### src/rtl/fp_add_issue_queue.sv
// rtl/fp_add_issue_queue.sv - in-order request FIFO and sequencer for a multi-cycle FP adder
// Optional: define FP_ZERO_BYPASS_EN to answer requests with a +/-0 operand without using the adder.
module fp_add_issue_queue #(
   parameter int DEPTH = 4,
   parameter int TAG_W = 4
) (
   input  logic                       clk,
   input  logic                       reset,
   input  logic                       req_valid,
   output logic                       req_ready,
   input  logic [31:0]                req_op1,
   input  logic [31:0]                req_op2,
   input  logic [TAG_W-1:0]           req_tag,
   output logic                       rsp_valid,
   input  logic                       rsp_ready,
   output logic [31:0]                rsp_result,
   output logic [TAG_W-1:0]           rsp_tag,
   output logic                       fu_start,
   output logic                       fu_valid,
   output logic [31:0]                fu_op1,
   output logic [31:0]                fu_op2,
   input  logic [31:0]                fu_result,
   input  logic                       fu_done,
   output logic [$clog2(DEPTH+1)-1:0] count,
   output logic                       busy
);

   localparam int PW = $clog2(DEPTH);
   localparam int CW = $clog2(DEPTH+1);
   localparam logic [CW-1:0] DEPTH_C = CW'(DEPTH);

   typedef enum logic [2:0] {IDLE, KICK, ISSUE, WAIT, RESP} state_t;

   state_t            state_q;
   logic [PW-1:0]     wr_ptr_q, wr_ptr_d;
   logic [PW-1:0]     rd_ptr_q, rd_ptr_d;
   logic [CW-1:0]     count_q, count_d;
   logic              done_q;
   logic              issue_cnt_q;
   logic              fu_start_q, fu_valid_q;
   logic [31:0]       fu_op1_q, fu_op2_q;
   logic              rsp_valid_q;
   logic [31:0]       rsp_result_q;
   logic [TAG_W-1:0]  rsp_tag_q;

   logic [31:0]       mem_op1 [DEPTH];
   logic [31:0]       mem_op2 [DEPTH];
   logic [TAG_W-1:0]  mem_tag [DEPTH];

   logic              push, pop;
   logic [31:0]       head_op1, head_op2;
   logic [TAG_W-1:0]  head_tag;
   logic              bypass;
   logic [31:0]       bypass_res;

   assign req_ready  = (count_q < DEPTH_C);
   assign push       = req_valid && req_ready;
   assign pop        = rsp_valid_q && rsp_ready;
   assign head_op1   = mem_op1[rd_ptr_q];
   assign head_op2   = mem_op2[rd_ptr_q];
   assign head_tag   = mem_tag[rd_ptr_q];

`ifdef FP_ZERO_BYPASS_EN
   logic op1_zero, op2_zero;
   assign op1_zero   = (head_op1[30:0] == 31'h0);
   assign op2_zero   = (head_op2[30:0] == 31'h0);
   assign bypass     = op1_zero || op2_zero;
   assign bypass_res = (op1_zero && op2_zero) ? {head_op1[31] & head_op2[31], 31'h0} :
                       op1_zero ? head_op2 : head_op1;
`else
   assign bypass     = 1'b0;
   assign bypass_res = head_op1;
`endif

   always_comb begin
      wr_ptr_d = push ? wr_ptr_q + 1'b1 : wr_ptr_q;
      rd_ptr_d = pop  ? rd_ptr_q + 1'b1 : rd_ptr_q;
      count_d  = count_q;
      case ({push, pop})
         2'b10:   count_d = count_q + 1'b1;
         2'b01:   count_d = count_q - 1'b1;
         default: count_d = count_q;
      endcase
   end

   // Storage needs no reset; occupancy is tracked by the pointers and count.
   always_ff @(posedge clk) begin
      if (push) begin
         mem_op1[wr_ptr_q] <= req_op1;
         mem_op2[wr_ptr_q] <= req_op2;
         mem_tag[wr_ptr_q] <= req_tag;
      end
   end

   always_ff @(posedge clk or posedge reset) begin
      if (reset) begin
         wr_ptr_q <= '0;
         rd_ptr_q <= '0;
         count_q  <= '0;
      end else begin
         wr_ptr_q <= wr_ptr_d;
         rd_ptr_q <= rd_ptr_d;
         count_q  <= count_d;
      end
   end

   always_ff @(posedge clk or posedge reset) begin
      if (reset) begin
         state_q      <= IDLE;
         done_q       <= 1'b0;
         issue_cnt_q  <= 1'b0;
         fu_start_q   <= 1'b0;
         fu_valid_q   <= 1'b0;
         fu_op1_q     <= '0;
         fu_op2_q     <= '0;
         rsp_valid_q  <= 1'b0;
         rsp_result_q <= '0;
         rsp_tag_q    <= '0;
      end else begin
         done_q     <= fu_done;
         fu_start_q <= 1'b0;
         case (state_q)
            IDLE: begin
               if (count_q != '0) begin
                  if (bypass) begin
                     rsp_result_q <= bypass_res;
                     rsp_tag_q    <= head_tag;
                     rsp_valid_q  <= 1'b1;
                     state_q      <= RESP;
                  end else begin
                     fu_start_q <= 1'b1;
                     fu_op1_q   <= head_op1;
                     fu_op2_q   <= head_op2;
                     state_q    <= KICK;
                  end
               end
            end
            KICK: begin
               fu_valid_q  <= 1'b1;
               issue_cnt_q <= 1'b0;
               state_q     <= ISSUE;
            end
            ISSUE: begin
               if (issue_cnt_q) begin
                  fu_valid_q <= 1'b0;
                  state_q    <= WAIT;
               end else begin
                  issue_cnt_q <= 1'b1;
               end
            end
            WAIT: begin
               // A done level left over from the previous operation is not a completion.
               if (fu_done && !done_q) begin
                  rsp_result_q <= fu_result;
                  rsp_tag_q    <= head_tag;
                  rsp_valid_q  <= 1'b1;
                  state_q      <= RESP;
               end
            end
            RESP: begin
               if (rsp_ready) begin
                  rsp_valid_q <= 1'b0;
                  state_q     <= IDLE;
               end
            end
            default: state_q <= IDLE;
         endcase
      end
   end

   assign rsp_valid  = rsp_valid_q;
   assign rsp_result = rsp_result_q;
   assign rsp_tag    = rsp_tag_q;
   assign fu_start   = fu_start_q;
   assign fu_valid   = fu_valid_q;
   assign fu_op1     = fu_op1_q;
   assign fu_op2     = fu_op2_q;
   assign count      = count_q;
   assign busy       = (state_q != IDLE);

endmodule
### config.mk
export PLATFORM = sky130hd
export DESIGN_NAME = fp_add_issue_queue
export DESIGN_NICKNAME = d
export VERILOG_FILES = /design/src/rtl/fp_add_issue_queue.sv
export SDC_FILE = /design/constraint.sdc
export NUM_CORES = 1
export LEC_CHECK = 0
export ABC_AREA = 1
export CELL_PAD_IN_SITES_DETAIL_PLACEMENT = 0
export CELL_PAD_IN_SITES_GLOBAL_PLACEMENT = 2
export CORE_MARGIN = 8
export CORE_UTILIZATION = 36
export CTS_CLUSTER_DIAMETER = 40
export CTS_CLUSTER_SIZE = 14
export DETAILED_ROUTE_END_ITERATION = 6
export PLACE_DENSITY = 0.81
export SYNTH_ARGS = -nofsm -noshare
export SYNTH_HDL_FRONTEND = slang
export SYNTH_SLANG_ARGS = --single-unit
### constraint.sdc
create_clock -name clk -period 4.6 [get_ports clk]
set_input_delay 0.69 -clock clk [delete_from_list [all_inputs] [get_ports clk]]
set_output_delay 0.69 -clock clk [all_outputs]
set_load 0.01 [all_outputs]
==> results of run 1 <==
==> power groups by stage <==
stage / registers, mW / clock network, mW / logic (mW)
5_1_grt: 5.26 / 4.78 / 4.45
3_3_place_gp: 5.21 / 0 / 3.98
4_1_cts: 5.17 / 4.65 / 4.04
2_1_floorplan: 5.20 / 0 / 2.13
6_report: 5.15 / 4.53 / 3.93
3_5_place_dp: 5.22 / 0 / 4.03
==> final timing paths <==
kind,cells past startpoint,from,endpoint
setup / recovery,3,state_q[2],busy
hold / removal,2,rsp_result[13],rsp_result[13]
setup reg to reg,6,state_q[2],fu_op2[31]
hold reg to reg,2,rsp_result[13],rsp_result[13]
max in group asynchronous,3,reset,fu_op1[28]
min in group asynchronous,2,reset,rsp_result[4]
==> layer usage <==
metal	part of all wire, %	GRT usage (%)	vias up
li1	-	-	4643
met1	44	18.7	4621
met2	47	24.1	255
met3	7.3	4.52	67
met4	1.9	4.52	8
met5	0.16	0	-
==> kinds of logic (layout without fill, tap and decap cells) <==
logic type	count (synthesis)	after routing	synth area share [%]
buffers and inverters	88	356	2.56
AOI/OAI and AO/OA	209	209	7.14
xor gates and xnor gates	4	4	0.239
DFF	387	387	75.4
adders and majority gates	6	6	0.563
and+or+nand+nor	546	546	14.1
==> layout by cell type, fill, tap and decap left out, drive strengths merged, types with 3 or more instances in the layout <==
cell type,instances
buf,15
bufinv,9
clkbuf,62
clkdlybuf4s50,212
clkinv,12
clkinvlp,7
dfrtp,115
edfxtp,272
ha,5
inv,39
nand2,320
nand3,6
nor2,219
o21ai,207
xor2,3
==> state kept, by name (all words and copies together) (netlist names) <==
register,flops
count,3
done_q,1
fu_op1,32
fu_op2,32
fu_start,1
fu_valid,1
issue_cnt_q,1
mem_op1,128
mem_op2,128
mem_tag,16
rd_ptr_q,2
rsp_result,32
rsp_tag,4
rsp_valid,1
state_q,3
wr_ptr_q,2
==> cell type report <==
type	count	area (sq um)
fillers	3683	21200
flip-flops and latches	387	11100
multi-input cells	765	3280
repair buffers	227	2270
clock buffers	62	1480
well taps	532	666
clock inverters	44	554
inverters	23	93.8
==> worst reg2reg max path: cells and delay by family (launching register included) <==
kind / cells / cell delay (ns)
buf+inv: 2 / 1.31
flops: 1 / 0.45
simple gates: 4 / 0.83
==> through the flow <==
step	cells	power (mW)	setup slack, ns
after global placement	1934	9.19	1.74
after detailed placement	1934	9.25	1.77
final	2040	13.6	1.82
after CTS	2040	13.9	1.75
after floorplan	1240	7.33	0.389
after global routing	2040	14.5	1.69
==> summary.md, run 1 <==
| Metric | Value |
|---|---|
| Status | finished clean |
| Hold Slack | 0.469 ns |
| CP Cell Sequence | nor2_1, nand2_1, clkdlybuf4s50_1 |
| CTS Buf Count | 56 |
| Post-Syn Nets | 1351 |
| Post-route antenna net violation count | 0 |
| Sequential Power Share | 37.8% |
| Post-Route Setup TNS | 0 ns |
| CTS tree | built |
| Crit-path max FO | 6 |
| Root Driver | clkbuf_16 |
| Clock-pin slew on the worst setup and hold paths | 0.05 ns |
| Vias | 9594 |
| Worst setup SP type | flip-flop |
| Switch share | 33.0% |
| Critical Path End Type | output pin |
| Sw Pwr | 4.49 mW |
| Number of flops mapped to enable cells by yosys | 272 |
| Combinational power share | 28.9% |
| Critical path arrival | 2.09 ns |
| Post-CTS Resized | 0 |
| Critical path class | flip-flop to output pin |
| HPWL Detailed | 20500 um |
| Hold buffer count at cts | 0 |
| Vias in the first global route | 9664 |
| Num ports | 213 |
| Slew HR | 26.1% |
| RSZ-0062 raised after global routing | no |
| # H-tree levels | 2 |
| Worst vdd ir | 0.000359 V |
| Yosys reg bits | 387 |
| Area after DPL | 17400 sq um |
| Final WL | 35400 um |
| Synth top area cells | edfxtp_1 (56%), dfrtp_1 (20%), nand2_1 (8.2%) |
| Max Freq | 360 MHz |
| First-pass GRT wire length | 55000 um |
| Cell variety after synth | 20 |
| Fin. max-slew vios | 0 |
| 1st-iter DRT viols | 580 |
| Grt ovf | 0 |
| Setup Viol. Count Final | 0 |
| Vias per std cell | 4.70 |
| Synth async-reset ratio | 29.7% |
| CP peak stage delay | 0.52 ns |
| Clock skew | 0.0158 ns |
| DR WL/cell | 17.3 um |
| Port Buf Inserts | 212 |
| Die Y | 218 um |
| TritonRoute pass-1 iters | 6 |
| Worst path required time | 3.91 ns |
| Die footprint | 47400 sq um |
| Slowest CP cell | clkdlybuf4s50_1 |
| N_diodes | 0 |
| Std-Cell Rows | 74 |
| Crit share post-route | 60.4% |
| Syn. warnings | 0 |
| Design Area, Final | 19400 sq um |
| HP Class | flip-flop to flip-flop |
| Synth area leader | edfxtp_1 |
| Pwr/cell area | 701 nW/um^2 |
| Syn Inst Count | 1240 |
| Sequential-to-total area share from yosys stat | 75.4% |
| GRT Total Usage | 14.7% |
| Fin util | 47.8% |
| Critical path buffers and inverters | 1 |
| Reg2Reg Setup Slack | 1.95 ns |
| Least-Margin Pin Slew | 1.11 ns |
| Cell leakage power | 7.50 nW |
| Post-route minimum period | 2.78 ns |
| Core area | 40600 sq um |
| Area Growth Syn to Fin | 32.3% |
| Final GP Congestion | 0.723 |
| Nets | 1571 |
| Share of the synthesized area in the top cell type | 55.7% |
| Initial antenna violation count | 4 |
| Cell area after synthesis | 14700 sq um |
| Clk sinks | 387 |
| Int Pwr | 9.11 mW |
| Cell family with most CP delay | simple AND/OR/NAND/NOR gates |
| Initial Utilization | 36.1% |
| Post-synth top cells | nand2_1 (319), edfxtp_1 (272), nor2_1 (219) |
| Share of total power in the clock network | 33.3% |
| Avg Cell Area, Syn | 11.8 sq um |
| Post-CTS setup buffer count | 0 |
| Post-route DRC | 0 |
| MaxCap Viol Count | 0 |
| Die Width | 218 um |
| Most numerous cell in the Yosys netlist | nand2_1 |
| Post-synth top flop | edfxtp_1 |
| Hold Fails Final Rpt | 0 |
| CTS Buffer Depth | 3 |
| Largest net degree at the start of global routing | 98 |
| Fraction of final layout cells sized beyond drive strength 1 | 8.75% |
| Clock insertion delay at the later pin of the skew report | 0.59 ns |
No activity file was read; power rests on OpenSTA's default activity.
==> inputs of run 2 (changes only) <==
clock period = 2.9 ns   (was 4.6 ns; I/O delays follow)
==> run 2 against run 1 <==
Core utilization increased by 0.30 points. Final cell count hardly changed. Clock power increased by 58%. Critical endpoint unchanged.
==> summary.md, run 2 (synthesis gave the netlist of run 1 again) <==
| Metric | Value |
|---|---|
| First-pass GRT wire length | 55000 um |
| Core area | 40600 sq um |
| Multi-input logic area | 3280 sq um |
| Hold Fails Final Rpt | 0 |
| Initial antenna violation count | 5 |
| Met3 Use GR | 3.94% |
| Critical path buffers and inverters | 1 |
| Die Y | 218 um |
| Slowest CP cell | clkdlybuf4s50_1 |
| Hold Slack | 0.277 ns |
| CTS Buf Count | 54 |
| Max Freq | 401 MHz |
| Critical path class | flip-flop to output pin |
| Root Driver | clkbuf_16 |
| Clock skew | 0.0236 ns |
| Fin. max-slew vios | 0 |
| Critical Path End Type | output pin |
| Fraction of final layout cells sized beyond drive strength 1 | 8.42% |
| Num ports | 213 |
| Post-route minimum period | 2.49 ns |
| Initial Utilization | 36.1% |
| Critical path arrival | 2.06 ns |
| Post-CTS setup buffer count | 0 |
| CP Cell Sequence | nor2_1, nand2_1, clkdlybuf4s50_1 |
| Crit-path max FO | 6 |
| DR WL/cell | 17.1 um |
| Vias in the first global route | 9739 |
| FF+latch area | 11100 sq um |
| Worst path required time | 2.47 ns |
| CP peak stage delay | 0.51 ns |
| Setup Viol. Count Final | 0 |
| Slew HR | 49.9% |
| Post-CTS Resized | 0 |
| Least-Margin Pin Slew | 0.751 ns |
| # H-tree levels | 2 |
| Cell family with most CP delay | simple AND/OR/NAND/NOR gates |
| Post-route DRC | 0 |
| Port Buf Inserts | 212 |
| Most common cell after layout, fill and taps aside | nand2_1 |
| Final WL | 34900 um |
| N_diodes | 0 |
| MaxCap Viol Count | 0 |
| RSZ-0062 raised after global routing | no |
| Area Growth Syn to Fin | 33.1% |
| Worst setup SP type | flip-flop |
| Vias | 9523 |
| Levels on crit path | 3 |
| GRT Total Usage | 14.8% |
| Clock-pin slew on the worst setup and hold paths | 0.05 ns |
| Worst vdd ir | 0.000481 V |
| GR Util met2 | 24.0% |
| Pwr/cell area | 1110 nW/um^2 |
| HPWL Detailed | 20800 um |
| Busiest layer in global routing | met2 |
| TritonRoute pass-1 iters | 4 |
| Std-Cell Rows | 74 |
| Hold buffer count at cts | 0 |
| Largest registers | mem_op1 x128, mem_op2 x128 |
| GR Layer Usage met1 | 18.9% |
| Post-route antenna net violation count | 0 |
| CTS tree | built |
| Clk sinks | 387 |
| Clock insertion delay at the later pin of the skew report | 0.58 ns |
| Nets | 1574 |
| Crit share post-route | 86.0% |
| Status | finished clean |
| Largest net degree at the start of global routing | 97 |
| Post-Route Setup TNS | 0 ns |
| Fillers | 3619 |
| 1st-iter DRT viols | 596 |
| Most frequent cells in the layout | nand2_1 (319), edfxtp_1 (272), nor2_1 (215) |
| Vias per std cell | 4.67 |
| Cell leakage power | 7.54 nW |
| Worst R2R Path Depth | 5 |
| Die Width | 218 um |
| CTS Buffer Depth | 3 |
| Die footprint | 47400 sq um |
| Final GP Congestion | 0.732 |
| Grt ovf | 0 |
| HP Class | input pin to async pin |
[run 2: through the flow]
step	util (%)	setup WS [ns]	power, mW	std cells	area (sq um)
6_report	48.1	0.405	21.7	2041	19500
5_1_grt	48.1	0.225	23.1	2041	19500
4_1_cts	48.1	0.333	22.1	2041	19500
3_5_place_dp	43.2	0.669	14.8	1939	17500
3_3_place_gp	43.2	0.614	14.7	1939	17500
2_1_floorplan	-	-0.120	11.6	1240	14700
[run 2: worst paths after layout]
| kind | startpoint | endpoint | slack (ns) |
|---|---|---|---|
| worst max-delay path | state_q[2] | busy | 0.41 |
| min in group clk | fu_done | done_q | 0.34 |
| worst min-delay path | reset | fu_op1[1] | 0.28 |
| max in group asynchronous | reset | rsp_result[31] | 1.90 |
| worst max register to register | rd_ptr_q[1] | fu_op1[14] | 1.04 |
| worst min register to register | rsp_result[29] | rsp_result[29] | 0.47 |
[run 2: power by group]
group | switching, mW | internal, mW | total (mW)
Clock | 2.57 | 4.61 | 7.18
Combinational | 3.83 | 2.72 | 6.54
Sequential | 0.641 | 7.29 | 7.93
[run 2: area by class of cell]
| type | instances | area share (%) |
|---|---|---|
| inverter | 23 | 0.475 |
| tap | 532 | 3.41 |
| multi-input combinational | 765 | 16.8 |
| clock buffer | 64 | 7.55 |
| clock inverter | 38 | 2.77 |
| sequential | 387 | 56.6 |
| timing repair buffer | 232 | 12.4 |
[run 2: layer usage]
layer | routed length [um] | vias up
met4 | 793 | 10
met2 | 16500 | 221
met3 | 2110 | 65
li1 | - | 4650
met5 | 78 | -
met1 | 15400 | 4577
[run 2: worst register-to-register path, delay by kind of cell, from the launching register on]
family	cells	cell delay, ns
compound gates	2	0.48
flops	1	0.73
buf+inv	1	0.45
simple gates	2	0.17
==> inputs of run 3 (changes only) <==
--- a/config.mk
+++ b/config.mk
@@ -14,5 +14,5 @@
 export CTS_CLUSTER_SIZE = 14
 export DETAILED_ROUTE_END_ITERATION = 6
-export PLACE_DENSITY = 0.81
+export PLACE_DENSITY_LB_ADDON = 0.1
 export SYNTH_ARGS = -nofsm -noshare
 export SYNTH_HDL_FRONTEND = slang
==> constraint.sdc (replaced) <==
create_clock -name clk -period 2.9 [get_ports clk]
set_input_delay 0.435 -clock clk [delete_from_list [all_inputs] [get_ports clk]]
set_output_delay 0.435 -clock clk [all_outputs]
set_load 0.02 [all_outputs]
==> run 3 against run 2 <==
First-iteration DRC count up 1.8%. Non-clock buffer count up 2. Core utilization up 0.093 points. Sequential power about the same. Flip-flop and latch count unchanged. Global-route usage up 0.21 points. Final cell count up 0.20%. Clock power up 2%. Critical endpoint unchanged.
==> summary.md, run 3 (synthesis gave the netlist of run 1 again) <==
| Metric | Value |
|---|---|
| Least-Margin Pin Slew | 0.770 ns |
| Largest registers | mem_op1 x128, mem_op2 x128 |
| Cell leakage power | 7.55 nW |
| DR WL/cell | 17.6 um |
| Vias in the first global route | 9500 |
| Hold buffer count at cts | 0 |
| MaxCap Viol Count | 0 |
| Critical Path End Type | output pin |
| Num ports | 213 |
| Grt ovf | 0 |
| Slew HR | 48.7% |
| Max Freq | 393 MHz |
| Hold Slack | 0.295 ns |
| Critical path arrival | 2.11 ns |
| Status | finished clean |
| RSZ-0062 raised after global routing | no |
| Area Growth Syn to Fin | 33.4% |
| Worst R2R Path Depth | 6 |
| Fin util | 48.2% |
| Root Driver | clkbuf_16 |
| Worst path required time | 2.47 ns |
| DR WL met3 | 2160 um |
| Crit-path max FO | 6 |
| Post-CTS setup buffer count | 0 |
| GRT Total Usage | 15.0% |
| Initial antenna violation count | 4 |
| Most common cell after layout, fill and taps aside | nand2_1 |
| CTS Buf Count | 54 |
| Core area | 40600 sq um |
| Nets | 1576 |
| Clock-pin slew on the worst setup and hold paths | 0.06 ns |
| 1st-iter DRT viols | 607 |
| Pwr/cell area | 1150 nW/um^2 |
| Post-CTS Resized | 0 |
| HPWL Detailed | 20900 um |
| Worst vdd ir | 0.000633 V |
| Post-route minimum period | 2.55 ns |
| # H-tree levels | 2 |
| Worst setup SP type | flip-flop |
| Final WL | 36000 um |
| TritonRoute pass-1 iters | 4 |
| M1 WL | 16500 um |
| CTS tree | built |
| Die footprint | 47400 sq um |
| Post-route DRC | 0 |
| Critical path class | flip-flop to output pin |
| First-pass GRT wire length | 55800 um |
| Die Y | 218 um |
| Slowest CP cell | clkdlybuf4s50_1 |
| Clock insertion delay at the later pin of the skew report | 0.58 ns |
| CP peak stage delay | 0.57 ns |
| Hold Fails Final Rpt | 0 |
| CTS Buffer Depth | 3 |
| Vias | 9508 |
| Final GP Congestion | 0.715 |
| CP Cell Sequence | nor2_1, nand2_1, clkdlybuf4s50_1 |
| Setup Viol. Count Final | 0 |
| Fin. max-slew vios | 0 |
| Fillers | 3693 |
| Port Buf Inserts | 212 |
| Die Width | 218 um |
| Post-Route Setup TNS | 0 ns |
| Most frequent cells in the layout | nand2_1 (319), edfxtp_1 (272), nor2_1 (215) |
| Std-Cell Rows | 74 |
| Top layer reached by signal wires | met5 |
| Clk sinks | 387 |
| Largest net degree at the start of global routing | 138 |
| Post-route antenna net violation count | 0 |
| Fraction of final layout cells sized beyond drive strength 1 | 8.60% |
| HP Class | input pin to async pin |
| WL met2 | 16600 um |
| Vias per std cell | 4.65 |
| Clock skew | 0.0181 ns |
| Initial Utilization | 36.1% |
| Crit share post-route | 87.8% |
## run 3: final cells by class
class | count | area (sq um) | area share [%]
Clock buffer | 66 | 1480 | 7.57
Tap cell | 532 | 666 | 3.40
Timing Repair Buffer | 234 | 2410 | 12.3
Inverter | 23 | 92.6 | 0.474
Sequential cell | 387 | 11100 | 56.5
Multi-Input combinational cell | 765 | 3280 | 16.8
Antenna cell | 2 | 5.00 | 0.0256
Clock inverter | 36 | 563 | 2.88
## run 3: per-layer routing
layer | vias to the layer above | track usage (%)
met5 | - | 0
met4 | 4 | 4.05
met3 | 57 | 4.40
met2 | 218 | 23.8
met1 | 4579 | 19.9
li1 | 4650 | -
## run 3: stage by stage
| stage | total power, mW | area (sq um) | setup WS (ns) | instances |
|---|---|---|---|---|
| 2_1_floorplan | 12.2 | 14700 | -0.267 | 1240 |
| 3_3_place_gp | 15.4 | 17500 | 0.627 | 1941 |
| 3_5_place_dp | 15.4 | 17500 | 0.667 | 1941 |
| 4_1_cts | 22.9 | 19500 | 0.274 | 2043 |
| 5_1_grt | 23.9 | 19500 | 0.179 | 2043 |
| 6_report | 22.4 | 19600 | 0.353 | 2045 |
## run 3: critical path: cells and delay by family (launching register included)
| kind | cells | cell delay (ns) |
|---|---|---|
| flops | 1 | 0.45 |
| buf+inv | 1 | 0.57 |
| simple gates | 2 | 0.53 |
## run 3: power by group
group	switching [mW]	internal (mW)	leakage, nW
logic	4.46	2.72	2.69
registers	0.641	7.30	3.88
clock network	2.48	4.82	0.979
total	7.58	14.8	7.55
## run 3: path summary, 6_finish.rpt
kind	startpoint	end	slack [ns]
worst max-delay path	state_q[2]	busy	0.35
worst min-delay path	reset	rsp_result[24]	0.30
worst max register to register	state_q[2]	fu_op1[26]	0.93
worst min register to register	rsp_result[12]	rsp_result[12]	0.47
max in group asynchronous	reset	rd_ptr_q[1]	1.99
min in group clk	fu_done	done_q	0.35
